<file path="src/rtl/range_ctrl_pkg.sv">
// range_ctrl_pkg: shared state type and defaults for the range-check scheduler
package range_ctrl_pkg;
    localparam int DEF_DATA_W = 8;
    localparam int DEF_VEC_LEN = 12;
    // Bound defaults are truncated to the element width where used: lower = 0, upper = all ones
    localparam logic [31:0] DEF_LOWER = '0;
    localparam logic [31:0] DEF_UPPER = '1;
    typedef enum logic [1:0] {IDLE, CHECK, RESP} state_t;
endpackage

</file>
<file path="src/rtl/range_check_scheduler_rr_arbiter.sv">
// rr_arbiter: combinational one-hot round-robin pick, searching upward from ptr with wrap
module rr_arbiter #(
    parameter int NUM_REQ = 4,
    parameter int ID_W = $clog2(NUM_REQ)
) (
    input  logic [NUM_REQ-1:0] req,
    input  logic [ID_W-1:0]    ptr,
    output logic [NUM_REQ-1:0] grant
);
    // Walk from the farthest candidate back to ptr so the nearest requester wins
    always_comb begin
        grant = '0;
        for (int k = NUM_REQ - 1; k >= 0; k--)
            if (req[ID_W'((int'(ptr) + k) % NUM_REQ)]) begin
                grant = '0;
                grant[ID_W'((int'(ptr) + k) % NUM_REQ)] = 1'b1;
            end
    end
endmodule

</file>
<file path="src/rtl/range_check_scheduler.sv">
// range_check_scheduler: round-robin sharing of one serial range-check datapath among requesters
module range_check_scheduler
    import range_ctrl_pkg::*;
#(
    parameter int NUM_REQ = 4,
    parameter int VEC_LEN = DEF_VEC_LEN,
    parameter int DATA_W = DEF_DATA_W,
    parameter int ID_W = $clog2(NUM_REQ)
) (
    input  logic                        clock,
    input  logic                        reset,
    input  logic                        cfg_we,
    input  logic [ID_W-1:0]             cfg_id,
    input  logic [DATA_W-1:0]           cfg_lower,
    input  logic [DATA_W-1:0]           cfg_upper,
    input  logic [NUM_REQ-1:0]          req_valid,
    output logic [NUM_REQ-1:0]          req_ready,
    input  logic [NUM_REQ*VEC_LEN*DATA_W-1:0] req_vector,
    output logic                        rsp_valid,
    input  logic                        rsp_ready,
    output logic [ID_W-1:0]             rsp_id,
    output logic [VEC_LEN*DATA_W-1:0]   rsp_vector,
    output logic [VEC_LEN-1:0]          rsp_error,
    output logic                        busy
);
    localparam int SLICE_W = VEC_LEN * DATA_W;
    localparam int IDX_W = $clog2(VEC_LEN);
    localparam int VEC_BITS = $clog2(SLICE_W);
    localparam int REQ_BITS = $clog2(NUM_REQ * SLICE_W);
    localparam logic [IDX_W-1:0] LAST_IDX = IDX_W'(VEC_LEN - 1);

    state_t state, nextState;
    logic [NUM_REQ-1:0] grant;
    logic [ID_W-1:0] ptr, grantId, rspId;
    logic [DATA_W-1:0] lowerBound [NUM_REQ];
    logic [DATA_W-1:0] upperBound [NUM_REQ];
    logic [DATA_W-1:0] capLower, capUpper, elem;
    logic [SLICE_W-1:0] capVec, resVec;
    logic [VEC_LEN-1:0] resErr;
    logic [IDX_W-1:0] idx;
    logic [VEC_BITS-1:0] elemBase;
    logic [REQ_BITS-1:0] grantBase;
    logic accept, elemPass;

    rr_arbiter #(.NUM_REQ(NUM_REQ), .ID_W(ID_W)) arbiter (
        .req(req_valid),
        .ptr(ptr),
        .grant(grant)
    );

    // Encode the one-hot winner as a requester id
    always_comb begin
        grantId = '0;
        for (int r = 0; r < NUM_REQ; r++)
            if (grant[r]) grantId = ID_W'(r);
    end

    assign accept = |req_ready;
    assign grantBase = REQ_BITS'(grantId * SLICE_W);
    assign elemBase = VEC_BITS'(idx * DATA_W);
    assign elem = capVec[elemBase +: DATA_W];
    // Strict on both sides, so an empty or inverted window rejects everything
    assign elemPass = (elem > capLower) && (elem < capUpper);

    // State register
    always_ff @(posedge clock or posedge reset)
        if (reset) state <= IDLE;
        else state <= nextState;

    // Next-state logic: accept -> scan all elements -> wait for consumer
    always_comb begin
        nextState = state;
        case (state)
            IDLE:    nextState = accept ? CHECK : IDLE;
            CHECK:   nextState = (idx == LAST_IDX) ? RESP : CHECK;
            RESP:    nextState = rsp_ready ? IDLE : RESP;
            default: nextState = IDLE;
        endcase
    end

    // Outputs decoded from state; grants are only offered while idle and out of reset
    always_comb begin
        req_ready = (state == IDLE && !reset) ? grant : '0;
        rsp_valid = state == RESP;
        busy = state != IDLE;
    end

    // Per-requester bounds, writable in any state; ids without a requester match nothing
    always_ff @(posedge clock or posedge reset)
        if (reset) begin
            for (int r = 0; r < NUM_REQ; r++) begin
                lowerBound[r] <= DATA_W'(DEF_LOWER);
                upperBound[r] <= DATA_W'(DEF_UPPER);
            end
        end else if (cfg_we) begin
            for (int r = 0; r < NUM_REQ; r++)
                if (cfg_id == ID_W'(r)) begin
                    lowerBound[r] <= cfg_lower;
                    upperBound[r] <= cfg_upper;
                end
        end

    // Capture vector and bound snapshot on accept, then resolve one element per CHECK cycle
    always_ff @(posedge clock or posedge reset)
        if (reset) begin
            ptr <= '0;
            rspId <= '0;
            idx <= '0;
            capVec <= '0;
            capLower <= '0;
            capUpper <= '0;
            resVec <= '0;
            resErr <= '0;
        end else if (accept) begin
            capVec <= req_vector[grantBase +: SLICE_W];
            capLower <= lowerBound[grantId];
            capUpper <= upperBound[grantId];
            rspId <= grantId;
            idx <= '0;
            resVec <= '0;
            resErr <= '0;
            ptr <= (grantId == ID_W'(NUM_REQ - 1)) ? '0 : grantId + 1'b1;
        end else if (state == CHECK) begin
            resVec[elemBase +: DATA_W] <= elemPass ? elem : '0;
            resErr[idx] <= !elemPass;
            idx <= idx + 1'b1;
        end

    assign rsp_id = rspId;
    assign rsp_vector = resVec;
    assign rsp_error = resErr;
endmodule

</file>
<file path="config.mk">
export PLATFORM = sky130hd
export DESIGN_NAME = range_check_scheduler
export DESIGN_NICKNAME = d
export VERILOG_FILES = /design/src/rtl/range_ctrl_pkg.sv /design/src/rtl/range_check_scheduler_rr_arbiter.sv /design/src/rtl/range_check_scheduler.sv
export SDC_FILE = /design/constraint.sdc
export NUM_CORES = 1
export LEC_CHECK = 0
export BUFFER_PORTS_ARGS = -buffer_cell sky130_fd_sc_hd__clkbuf_2
export CAP_MARGIN = 25
export CORE_ASPECT_RATIO = 0.7
export CORE_UTILIZATION = 40
export CTS_BUF_LIST = sky130_fd_sc_hd__clkbuf_16
export DETAILED_ROUTE_END_ITERATION = 8
export PLACE_DENSITY = 0.73
export SYNTH_ARGS = -nofsm -noshare
export SYNTH_HDL_FRONTEND = slang
export SYNTH_HIERARCHICAL = 1
export SYNTH_SLANG_ARGS = --single-unit
</file>
<file path="constraint.sdc">
create_clock -name clock -period 15.45 [get_ports clock]
set_input_delay 3.8625 -clock clock [delete_from_list [all_inputs] [get_ports clock]]
set_output_delay 3.8625 -clock clock [all_outputs]
set_load 0.05 [all_outputs]
</file>
==> impl_results.md <==
- Normalized max-slew margin: 31.5%
- Post-CTS Setup Repair Bufs: 0
- Cts hold-fix bufs: 0
- Number of max-slew violations in the final report: 0
- First-pass iteration count of the detailed router: 5
- Clock Tree Buf Depth: 3
- Endpoint type of the worst setup path: output pin
- Layout cell share with drive strength beyond 1: 34.6%
- Avg Inst Size Synth: 10.0 sq um
- Clock network power share: 15.1%
- CP arrival: 6280 ps
- Tmin final: 10140 ps
- Top Metal Used: met5
- I/O Buffers: 525
- Power Dens Cells: 232 nW/um^2
- Post-synthesis cell count: 1637
- Met2 wire len: 25.0 mm
- Logic pwr share: 59.8%
- Worst-Skew Late Latency: 560 ps
- CTS tree: yes
- Final ANT Viol Nets: 0
- Hold WC Path Type: reg -> reg
- Mapped cell area: 16400 sq um
- Met1 wire length: 22.6 mm
- Setup TNS: 0 ps
- Leak Pwr: 9.76 nW
- Avg WL per Cell: 19.4 microns
- Syn-to-layout area delta: 24.6%
- Final Total Pwr: 0.00474 W
- Initial Util: 41.0%
- Post-synth ARST share: 100%
- Maxcap violations: 0
- VDD IR max: 182 uV
- Ratio of final minimum period to clock period: 65.6%
- # resized after CTS: 0
- Pin count of the biggest net entering global routing: 131
- Net count after synthesis: 2077
- Internal Power: 0.00243 W
- Seq pwr share: 25.1%
- Detail-routed via count per cell: 5.43
- Clk slew on worst S/H paths: 60 ps
- Final nets: 2541
- Initial antenna violation count: 7
- Clk_skew: 15.0 ps
- Primary FF master, synth: dfrtp_1
- CP Max Fanout: 21
- Final setup fails: 0
- Post-Route WL: 51.6 mm
- Clock root buffer: clkbuf_16
- Distinct cells, synth: 66
- Ys Warns: 6
- Placed inst area: 19400 sq um
- Switching Power: 0.00231 W
- # clock sinks: 294
- Vias in the first global route: 14400
- Initial drt markers: 843
- GRT overflow: 0
- CTS buffer count: 29
- Final Core Density: 51.1%
- Status: finished clean
- Post-route cell area: 20500 sq um
- Sequential area share after synthesis: 45.1%
- FF+latch count, synth: 294
- Chip width: 244 microns
- Final hold vios: 0
- Die height: 172 microns
- GPL Wtd Cong: 0.885
- Sw Ratio: 48.7%
- Die Area: 41900 sq um
- RSZ-0062 raised after global routing: no
- Worst Path Required: 11590 ps
- EDFF count, synth: 0
- Area of the core: 40100 sq um
- DR vias: 14400
- Gr usage total: 24.1%
- DP Wirelength: 39.1 mm
- I/O pin total: 526
- Fmax: 98.6 MHz
- Fill cell count: 3619
- Most frequent cells in the layout: 525 x clkbuf_2, 293 x nand2_1, 273 x o21ai_0, 261 x dfrtp_1, 254 x mux2i_1
- Met3 Wirelength: 2.98 mm
- Rows: 61
- First-pass GRT wire length: 79.2 mm
- H-tree Lvls: 1
- Setup CP Type: in -> out
- Most common cell after layout, fill and taps aside: clkbuf_2
- DRC violations left: 0
- Least-Margin Pin Slew: 1030 ps
- Nature of the critical path startpoint: primary input
power groups by stage:
stage                     sequential (W)  clock (W)  combinational (W)
after floorplan                  0.00132          0            0.00191
after global placement           0.00119          0            0.00264
after detailed placement         0.00120          0            0.00276
after CTS                        0.00119   0.000731            0.00277
after global routing             0.00122   0.000761            0.00309
final                            0.00119   0.000716            0.00284
stage by stage:
stage	std cells	setup slack (ps)	hold slack (ps)
final	2660	5310	478
after global routing	2658	5220	497
after CTS	2652	5330	485
after detailed placement	2600	5320	470
after global placement	2596	5360	459
after floorplan	1637	3520	445
area by class of cell:
type / instances / area (sq um) / area share (%)
tap: 535 / 669 / 3.27
clock buffer: 29 / 726 / 3.55
sequential: 294 / 7400 / 36.2
clock inverter: 23 / 228 / 1.11
inverter: 33 / 131 / 0.642
multi-input combinational: 1196 / 8430 / 41.2
timing repair buffer: 547 / 2870 / 14.0
antenna: 3 / 7.51 / 0.0367
registers in the layout, summed over array words and instances, names as in the netlist:
register,cells
capLower,8
capUpper,8
capVec,96
idx,4
lowerBound,32
ptr,2
rsp_error,12
rsp_id,2
rsp_vector,96
state,2
upperBound,32
per-layer routing:
layer  up-vias  GRT usage (%)
li1       6833              -
met1      7011           31.8
met2       532           41.8
met3        63           3.87
met4         6           4.84
met5         -              0
synth_stat cells, types with 7 or more instances:
library cell / instances / area share, %
buf_6: 7 / 0.48
o21ai_0: 273 / 8.3
o2bb2ai_1: 20 / 1.1
ha_1: 30 / 2.3
inv_1: 30 / 0.69
dfstp_2: 32 / 5.1
a31oi_1: 16 / 0.61
nand2_1: 293 / 6.7
a21oi_1: 18 / 0.55
o31ai_1: 15 / 0.69
mux4_2: 10 / 1.4
buf_1: 17 / 0.39
clkbuf_1: 62 / 1.4
buf_2: 23 / 0.70
a32o_1: 22 / 1.3
mux2i_1: 254 / 15
and2_1: 11 / 0.42
mux2_2: 66 / 4.5
o22ai_1: 14 / 0.53
nor2_1: 16 / 0.37
and3_1: 17 / 0.65
dfrtp_1: 262 / 40
nand3_1: 12 / 0.37
a21o_1: 7 / 0.32
kinds of logic after synthesis:
family | count (synthesis) | synth area share (%)
adders and majority gates | 30 | 2.29
xor gates and xnor gates | 3 | 0.160
AOI/OAI and AO/OA | 434 | 16.2
buffers and inverters | 147 | 3.97
muxes | 332 | 21.7
and+or+nand+nor | 397 | 10.7
DFF | 294 | 45.1
critical path, stage by stage:
cell	delay [ps]
clkbuf_2	110
mux4_2	590
or2_4	330
o221ai_4	800
and2_1	270
clkbuf_2	290
path summary, 6_finish.rpt:
check,endpoint,slack [ps],cells past startpoint,start
max,req_ready[3],5310,6,req_valid[3]
min,capVec[74]$_DFFE_PP0N_,480,2,capVec[74]$_DFFE_PP0N_
max reg2reg,rsp_vector[80]$_DFFE_PP0P_,10130,11,idx[0]$_DFFE_PP0P_
min reg2reg,capVec[74]$_DFFE_PP0N_,480,2,capVec[74]$_DFFE_PP0N_
max in group asynchronous,capVec[74]$_DFFE_PP0N_,10450,3,reset
min in group asynchronous,idx[3]$_DFFE_PP0P_,3550,2,reset
No activity file was read; power rests on OpenSTA's default activity.
